[src/rtl/pio_rx_pkg.sv]
// Shared types and widths for the PIO nibble receiver.
// Holds the FSM state enum and strobe/nibble/byte widths.
package pio_rx_pkg;

  typedef enum logic {
    EXPECT_HI = 1'b0,
    EXPECT_LO = 1'b1
  } rx_state_e;

  localparam int STB_BIT = 4;
  localparam int NIB_W   = 4;
  localparam int BYTE_W  = 8;

endpackage

[src/rtl/pio_rx_fifo.sv]
// DEPTH x BYTE_W circular FIFO; dout is the registered head entry.
// Ports: push/din, pop/dout, full, empty, level (bytes held).
module pio_rx_fifo
  import pio_rx_pkg::*;
#(
  parameter int DEPTH = 4,
  localparam int AW = $clog2(DEPTH),
  localparam int LW = AW + 1
) (
  input  logic              clk,
  input  logic              reset_n,
  input  logic              push,
  input  logic [BYTE_W-1:0] din,
  input  logic              pop,
  output logic [BYTE_W-1:0] dout,
  output logic              full,
  output logic              empty,
  output logic [LW-1:0]     level
);

  logic [BYTE_W-1:0] mem [DEPTH];
  logic [AW-1:0]     wr_ptr;
  logic [AW-1:0]     rd_ptr;
  logic              pop_ok;
  logic              push_ok;

  assign full  = (level == LW'(DEPTH));
  assign empty = (level == '0);
  assign dout  = mem[rd_ptr];

  // A pop frees the slot the push lands in, so full+pop still accepts.
  assign pop_ok  = pop && !empty;
  assign push_ok = push && (!full || pop_ok);

  always_ff @(posedge clk or negedge reset_n) begin
    if (!reset_n) begin
      for (int i = 0; i < DEPTH; i++) mem[i] <= '0;
      wr_ptr <= '0;
      rd_ptr <= '0;
      level  <= '0;
    end else begin
      if (push_ok) begin
        mem[wr_ptr] <= din;
        wr_ptr      <= wr_ptr + 1'b1;
      end
      if (pop_ok) rd_ptr <= rd_ptr + 1'b1;
      unique case ({push_ok, pop_ok})
        2'b10:   level <= level + 1'b1;
        2'b01:   level <= level - 1'b1;
        default: level <= level;
      endcase
    end
  end

endmodule

[src/rtl/pio_nibble_rx.sv]
// Pairs strobed PIO nibbles into bytes (high first) and queues them.
// Ports: pio_in, ovf_clr, byte_* handshake, fifo_level, overflow,
// phase; timeout only when PIO_RX_TIMEOUT_EN is defined.
module pio_nibble_rx
  import pio_rx_pkg::*;
#(
  parameter int DEPTH = 4,
  parameter int TIMEOUT_CYCLES = 1024,
  localparam int LW = $clog2(DEPTH) + 1
) (
  input  logic              clk,
  input  logic              reset_n,
  input  logic [STB_BIT:0]  pio_in,
  input  logic              ovf_clr,
  output logic [BYTE_W-1:0] byte_data,
  output logic              byte_valid,
  input  logic              byte_ready,
  output logic [LW-1:0]     fifo_level,
  output logic              overflow,
`ifdef PIO_RX_TIMEOUT_EN
  output logic              timeout,
`endif
  output logic              phase
);

  logic [STB_BIT:0]  s1;
  logic              s2_stb;
  rx_state_e         state;
  logic [NIB_W-1:0]  hi_nib;
  logic              tog;
  logic              push;
  logic              drop;
  logic              full;
  logic              empty;
  logic [BYTE_W-1:0] push_data;

  assign tog       = s1[STB_BIT] ^ s2_stb;
  assign push      = tog && (state == EXPECT_LO);
  assign push_data = {hi_nib, s1[NIB_W-1:0]};
  // Full implies non-empty, so byte_ready alone means a pop.
  assign drop      = push && full && !byte_ready;
  assign byte_valid = !empty;

`ifdef PIO_RX_TIMEOUT_EN
  localparam int CW = $clog2(TIMEOUT_CYCLES + 1);
  logic [CW-1:0] to_cnt;
`else
  logic unused_to;
  assign unused_to = (TIMEOUT_CYCLES != 0);
`endif

  always_ff @(posedge clk or negedge reset_n) begin
    if (!reset_n) begin
      s1       <= '0;
      s2_stb   <= 1'b0;
      state    <= EXPECT_HI;
      phase    <= 1'b0;
      hi_nib   <= '0;
      overflow <= 1'b0;
`ifdef PIO_RX_TIMEOUT_EN
      to_cnt   <= '0;
      timeout  <= 1'b0;
`endif
    end else begin
      s1     <= pio_in;
      s2_stb <= s1[STB_BIT];

      if (drop)         overflow <= 1'b1;
      else if (ovf_clr) overflow <= 1'b0;

`ifdef PIO_RX_TIMEOUT_EN
      timeout <= 1'b0;
`endif
      unique case (state)
        EXPECT_HI: begin
`ifdef PIO_RX_TIMEOUT_EN
          to_cnt <= '0;
`endif
          if (tog) begin
            hi_nib <= s1[NIB_W-1:0];
            state  <= EXPECT_LO;
            phase  <= 1'b1;
          end
        end
        EXPECT_LO: begin
          if (tog) begin
            state  <= EXPECT_HI;
            phase  <= 1'b0;
`ifdef PIO_RX_TIMEOUT_EN
            to_cnt <= '0;
          end else if (to_cnt == CW'(TIMEOUT_CYCLES - 1)) begin
            // Abandon the half byte so software can resync.
            state   <= EXPECT_HI;
            phase   <= 1'b0;
            hi_nib  <= '0;
            timeout <= 1'b1;
            to_cnt  <= '0;
          end else begin
            to_cnt <= to_cnt + 1'b1;
`endif
          end
        end
      endcase
    end
  end

  pio_rx_fifo #(
    .DEPTH (DEPTH)
  ) u_fifo (
    .clk     (clk),
    .reset_n (reset_n),
    .push    (push),
    .din     (push_data),
    .pop     (byte_ready),
    .dout    (byte_data),
    .full    (full),
    .empty   (empty),
    .level   (fifo_level)
  );

endmodule
[config.mk]
export PLATFORM = sky130hd
export DESIGN_NAME = pio_nibble_rx
export DESIGN_NICKNAME = d
export VERILOG_FILES = /design/src/rtl/pio_rx_pkg.sv /design/src/rtl/pio_rx_fifo.sv /design/src/rtl/pio_nibble_rx.sv
export SDC_FILE = /design/constraint.sdc
export NUM_CORES = 1
export LEC_CHECK = 0
export CORE_MARGIN = 2
export CORE_UTILIZATION = 60
export DETAILED_ROUTE_END_ITERATION = 6
export GPL_ROUTABILITY_DRIVEN = 1
export GPL_TIMING_DRIVEN = 0
export HOLD_SLACK_MARGIN = 0.1
export PLACE_DENSITY_LB_ADDON = 0.08
export SETUP_SLACK_MARGIN = 0.3
export SYNTH_ARGS = -nofsm -noshare
export SYNTH_HDL_FRONTEND = slang
export SYNTH_SLANG_ARGS = --single-unit
[constraint.sdc]
create_clock -name clk -period 5.5 [get_ports clk]
set_clock_uncertainty 0.1 [all_clocks]
set_input_delay 1.1 -clock clk [delete_from_list [all_inputs] [get_ports clk]]
set_output_delay 1.1 -clock clk [all_outputs]
set_load 0.02 [all_outputs]
==> qor.tcl <==
set qor(initial_core_util) 0.632
set qor(worst_path_largest_cell_delay_ns) 0.53
set qor(worst-path-max-fanout) 10
set qor(post-route-util) 0.743
set qor(design.die.area_sq_um) 4400
set qor(power.clock.fraction) 0.149
set qor(cts_root_buf) {clkbuf_8}
set qor(total_switching_power_w) 0.000583
set qor(worst_setup_hold_path_clk_slew_ns) 0.09
set qor(core.rowCount) 22
set qor(status) {completed}
set qor(area_growth_syn_to_layout_pct) 17.4
set qor(sequential_share_of_power) 0.393
set qor(routed-via-count) 1324
set qor(switch_share) 0.340
set qor(maxClockFrequency_mhz) 302
set qor(power.static_leakage_nw) 1.18
set qor(layout_min_cycle_time_ns) 3.31
set qor(internal_power_w) 0.00113
set qor(yosys_register_bits) 52
set qor(antenna_found_initial) 0
set qor(timing.hold.worst.class) {reg2reg}
set qor(layout-drive-gt1-share) 0.337
set qor(dp_hpwl_um) 2920
set qor(drv.max_cap_violation_count) 0
set qor(timing.critical_path.from_type) {input port}
set qor(postSynthCellCount) 159
set qor(clock_path_buffers) 2
set qor(drt_first_iter_violations) 101
set qor(portion_of_the_clock_cycle_consumed_by_the_worst_path_in_the_final_layout) 0.602
set qor(cts.hold.buffers_added) 0
set qor(total_routed_length_um) 4000
set qor(syn_nets) 177
set qor(worst_ir_drop_vdd_v) 0.000305
set qor(setup_viol_count_final) 0
set qor(final-hold-violation-count) 0
set qor(layout.cells.non_filler) 238
set qor(worst_path_max_delay_cell) {clkdlybuf4s50_1}
set qor(detail_route.wl_per_cell_um) 16.8
set qor(syn_area_per_cell_sq_um) 14.7
set qor(antenna_cells_inserted) 0
set qor(combPwrFrac) 0.458
set qor(cp.required_ns) 5.63
set qor(dp_cells) 230
set qor(total_power_w) 0.00171
set qor(clock_tree_from_tritoncts) {done}
set qor(iteration_count_of_the_initial_detailed_routing_pass) 4
set qor(power.density_nw_per_um2) 626
set qor(drcViolationCount) 0
set qor(detail_route.vias_per_cell) 5.56
set qor(place_congestion) 0.668
set qor(cts_htree_levels) 2
set qor(numPortBuffers) 22
set qor(final_antenna_net_count) 0
set qor(nFillCells) 258
set qor(grt_max_degree) 31
set qor(die_width_um) 66.3
set qor(globalRoute.totalOverflow) 0
set qor(rsz0062_at_grt) {no}
set qor(netlist_area_sq_um) 2330
set qor(grt_pass1_wl_um) 6870
set qor(timing_max_transition_violations_final) 0
set qor(synth.yosys.seq_area_share) 0.558
set qor(cts_setup_buffers) 0
set qor(post_synth_num_cell_types) 27
set qor(worst_setup_path_end_kind) {register}
set qor(core_sq_um) 3690
set qor(slew_at_the_pin_closest_to_its_max_slew_limit_ns) 0.614
set qor(clkLatencyLatePin_ns) 0.30
set qor(cp_cell_sequence) {clkdlybuf4s50_1, buf_1, nand2_1, or2_2, fa_1, o21ba_2, o211ai_1, a22oi_1}
set qor(cts_repair_resize_count) 0
set qor(max_slew_margin) 0.591
set qor(final_nets) 207
set qor(track_usage) 0.216
set qor(vias_in_the_first_global_route) 1476
set qor(total_negative_setup_slack_ns) 0
set qor(ys.warnings.count) 0
set qor(numCtsBuffers) 5
set qor(crit_type) {in2reg}
set qor(timing.critical_path.arrival_ns) 3.43
set qor(clock_sink_count) 52
set qor(design.portCount) 23
set qor(dieHeight_um) 66.3
## layout make-up
type	instances	area (sq um)	area share
well taps	48	60.1	0.0219
flip-flops and latches	52	1300	0.475
plain buffers	4	17.5	0.00640
clock buffers	5	68.8	0.0251
repair buffers	23	235	0.0859
inverters	8	30.0	0.0110
clock inverters	3	42.5	0.0155
multi-input cells	95	983	0.359
## through the flow
stage / worst slack, ns / area, sq um / hold slack [ns]
after floorplan: 2.65 / 2330 / 0.272
after global placement: 1.91 / 2610 / 0.277
after detailed placement: 1.89 / 2630 / 0.291
after CTS: 2.20 / 2740 / 0.311
after global routing: 2.03 / 2740 / 0.336
final: 2.19 / 2740 / 0.311
## worst max-delay path, delay by kind of cell
| kind | cells | cell delay [ns] |
|---|---|---|
| buf+inv | 2 | 0.90 |
| simple gates | 2 | 0.45 |
| compound gates | 3 | 0.51 |
| fa+ha+maj | 1 | 0.46 |
## sequential cells by signal, summed over array words and instances (netlist names)
register,flops
hi_nib,4
overflow,1
phase,1
s1,5
s2_stb,1
state,1
u_fifo.level,3
u_fifo.mem,32
u_fifo.rd_ptr,2
u_fifo.wr_ptr,2
## routing by layer
layer  up-vias  GRT usage  wire, um
li1        615          -         -
met1       679      0.262      1680
met2        24      0.384      2140
met3         6     0.0460       116
met4         0     0.0689        58
met5         -          0         0
## synth_stat cells
| library cell | instances | share of area |
|---|---|---|
| dfrtp_1 | 52 | 0.56 |
| mux2_2 | 37 | 0.18 |
| ha_1 | 8 | 0.043 |
| inv_1 | 8 | 0.013 |
| mux4_2 | 8 | 0.077 |
| nand2_1 | 6 | 0.0097 |
| nor2_1 | 5 | 0.0080 |
| nor2_2 | 4 | 0.011 |
| nand3_1 | 3 | 0.0064 |
| xnor2_1 | 3 | 0.011 |
| xor2_1 | 3 | 0.011 |
| buf_1 | 2 | 0.0032 |
| buf_2 | 2 | 0.0043 |
| nand2b_1 | 2 | 0.0054 |
| o211ai_1 | 2 | 0.0064 |
| o21ai_0 | 2 | 0.0043 |
| or3_1 | 2 | 0.0054 |
| a21oi_1 | 1 | 0.0021 |
| a22oi_1 | 1 | 0.0032 |
| and3_1 | 1 | 0.0027 |
| fa_1 | 1 | 0.0086 |
| nand3b_1 | 1 | 0.0032 |
| nor4b_4 | 1 | 0.010 |
| o21ba_2 | 1 | 0.0043 |
| o21bai_1 | 1 | 0.0032 |
| o32ai_1 | 1 | 0.0038 |
| or2_2 | 1 | 0.0027 |
## cells by family (layout without fill, tap and decap cells)
| logic type | after synthesis | count (layout) | synth area share |
|---|---|---|---|
| flops | 52 | 52 | 0.558 |
| xor+xnor | 6 | 6 | 0.0225 |
| compound gates | 9 | 9 | 0.0274 |
| fa+ha+maj | 9 | 9 | 0.0515 |
| buf+inv | 12 | 43 | 0.0204 |
| mux | 45 | 45 | 0.256 |
| simple gates | 26 | 26 | 0.0644 |
## final timing paths
| path | slack, ns | endpoint | from | depth (start not counted) |
|---|---|---|---|---|
| max in group asynchronous | 4.11 | u_fifo.level[1]$_DFFE_PN0P_ | reset_n | 2 |
| hold reg to reg | 0.31 | s2_stb$_DFF_PN0_ | s1[4]$_DFF_PN0_ | 0 |
| setup / recovery | 2.19 | u_fifo.level[1]$_DFFE_PN0P_ | byte_ready | 8 |
| min in group asynchronous | 0.66 | u_fifo.mem[21]$_DFFE_PN0P_ | reset_n | 1 |
| setup reg to reg | 2.97 | u_fifo.level[1]$_DFFE_PN0P_ | s1[4]$_DFF_PN0_ | 8 |
| hold / removal | 0.31 | s2_stb$_DFF_PN0_ | s1[4]$_DFF_PN0_ | 0 |
## power by group through the flow
stage | registers, W | logic, W | clock network [W]
4_1_cts | 0.000677 | 0.000795 | 0.000262
3_5_place_dp | 0.000684 | 0.000793 | 0
5_1_grt | 0.000698 | 0.000846 | 0.000278
3_3_place_gp | 0.000659 | 0.000757 | 0
6_report | 0.000674 | 0.000784 | 0.000256
2_1_floorplan | 0.000660 | 0.000532 | 0
## cells in the final DEF, fill, tap and decap left out, types with 4 or more instances in the layout
cell type,instances
ha_1,8
nor2_2,4
clkbuf_8,5
mux4_2,8
inv_1,8
clkdlybuf4s50_1,21
nand2_1,6
nor2_1,5
mux2_2,37
dfrtp_1,52
Power figures use the tool's default switching activity.
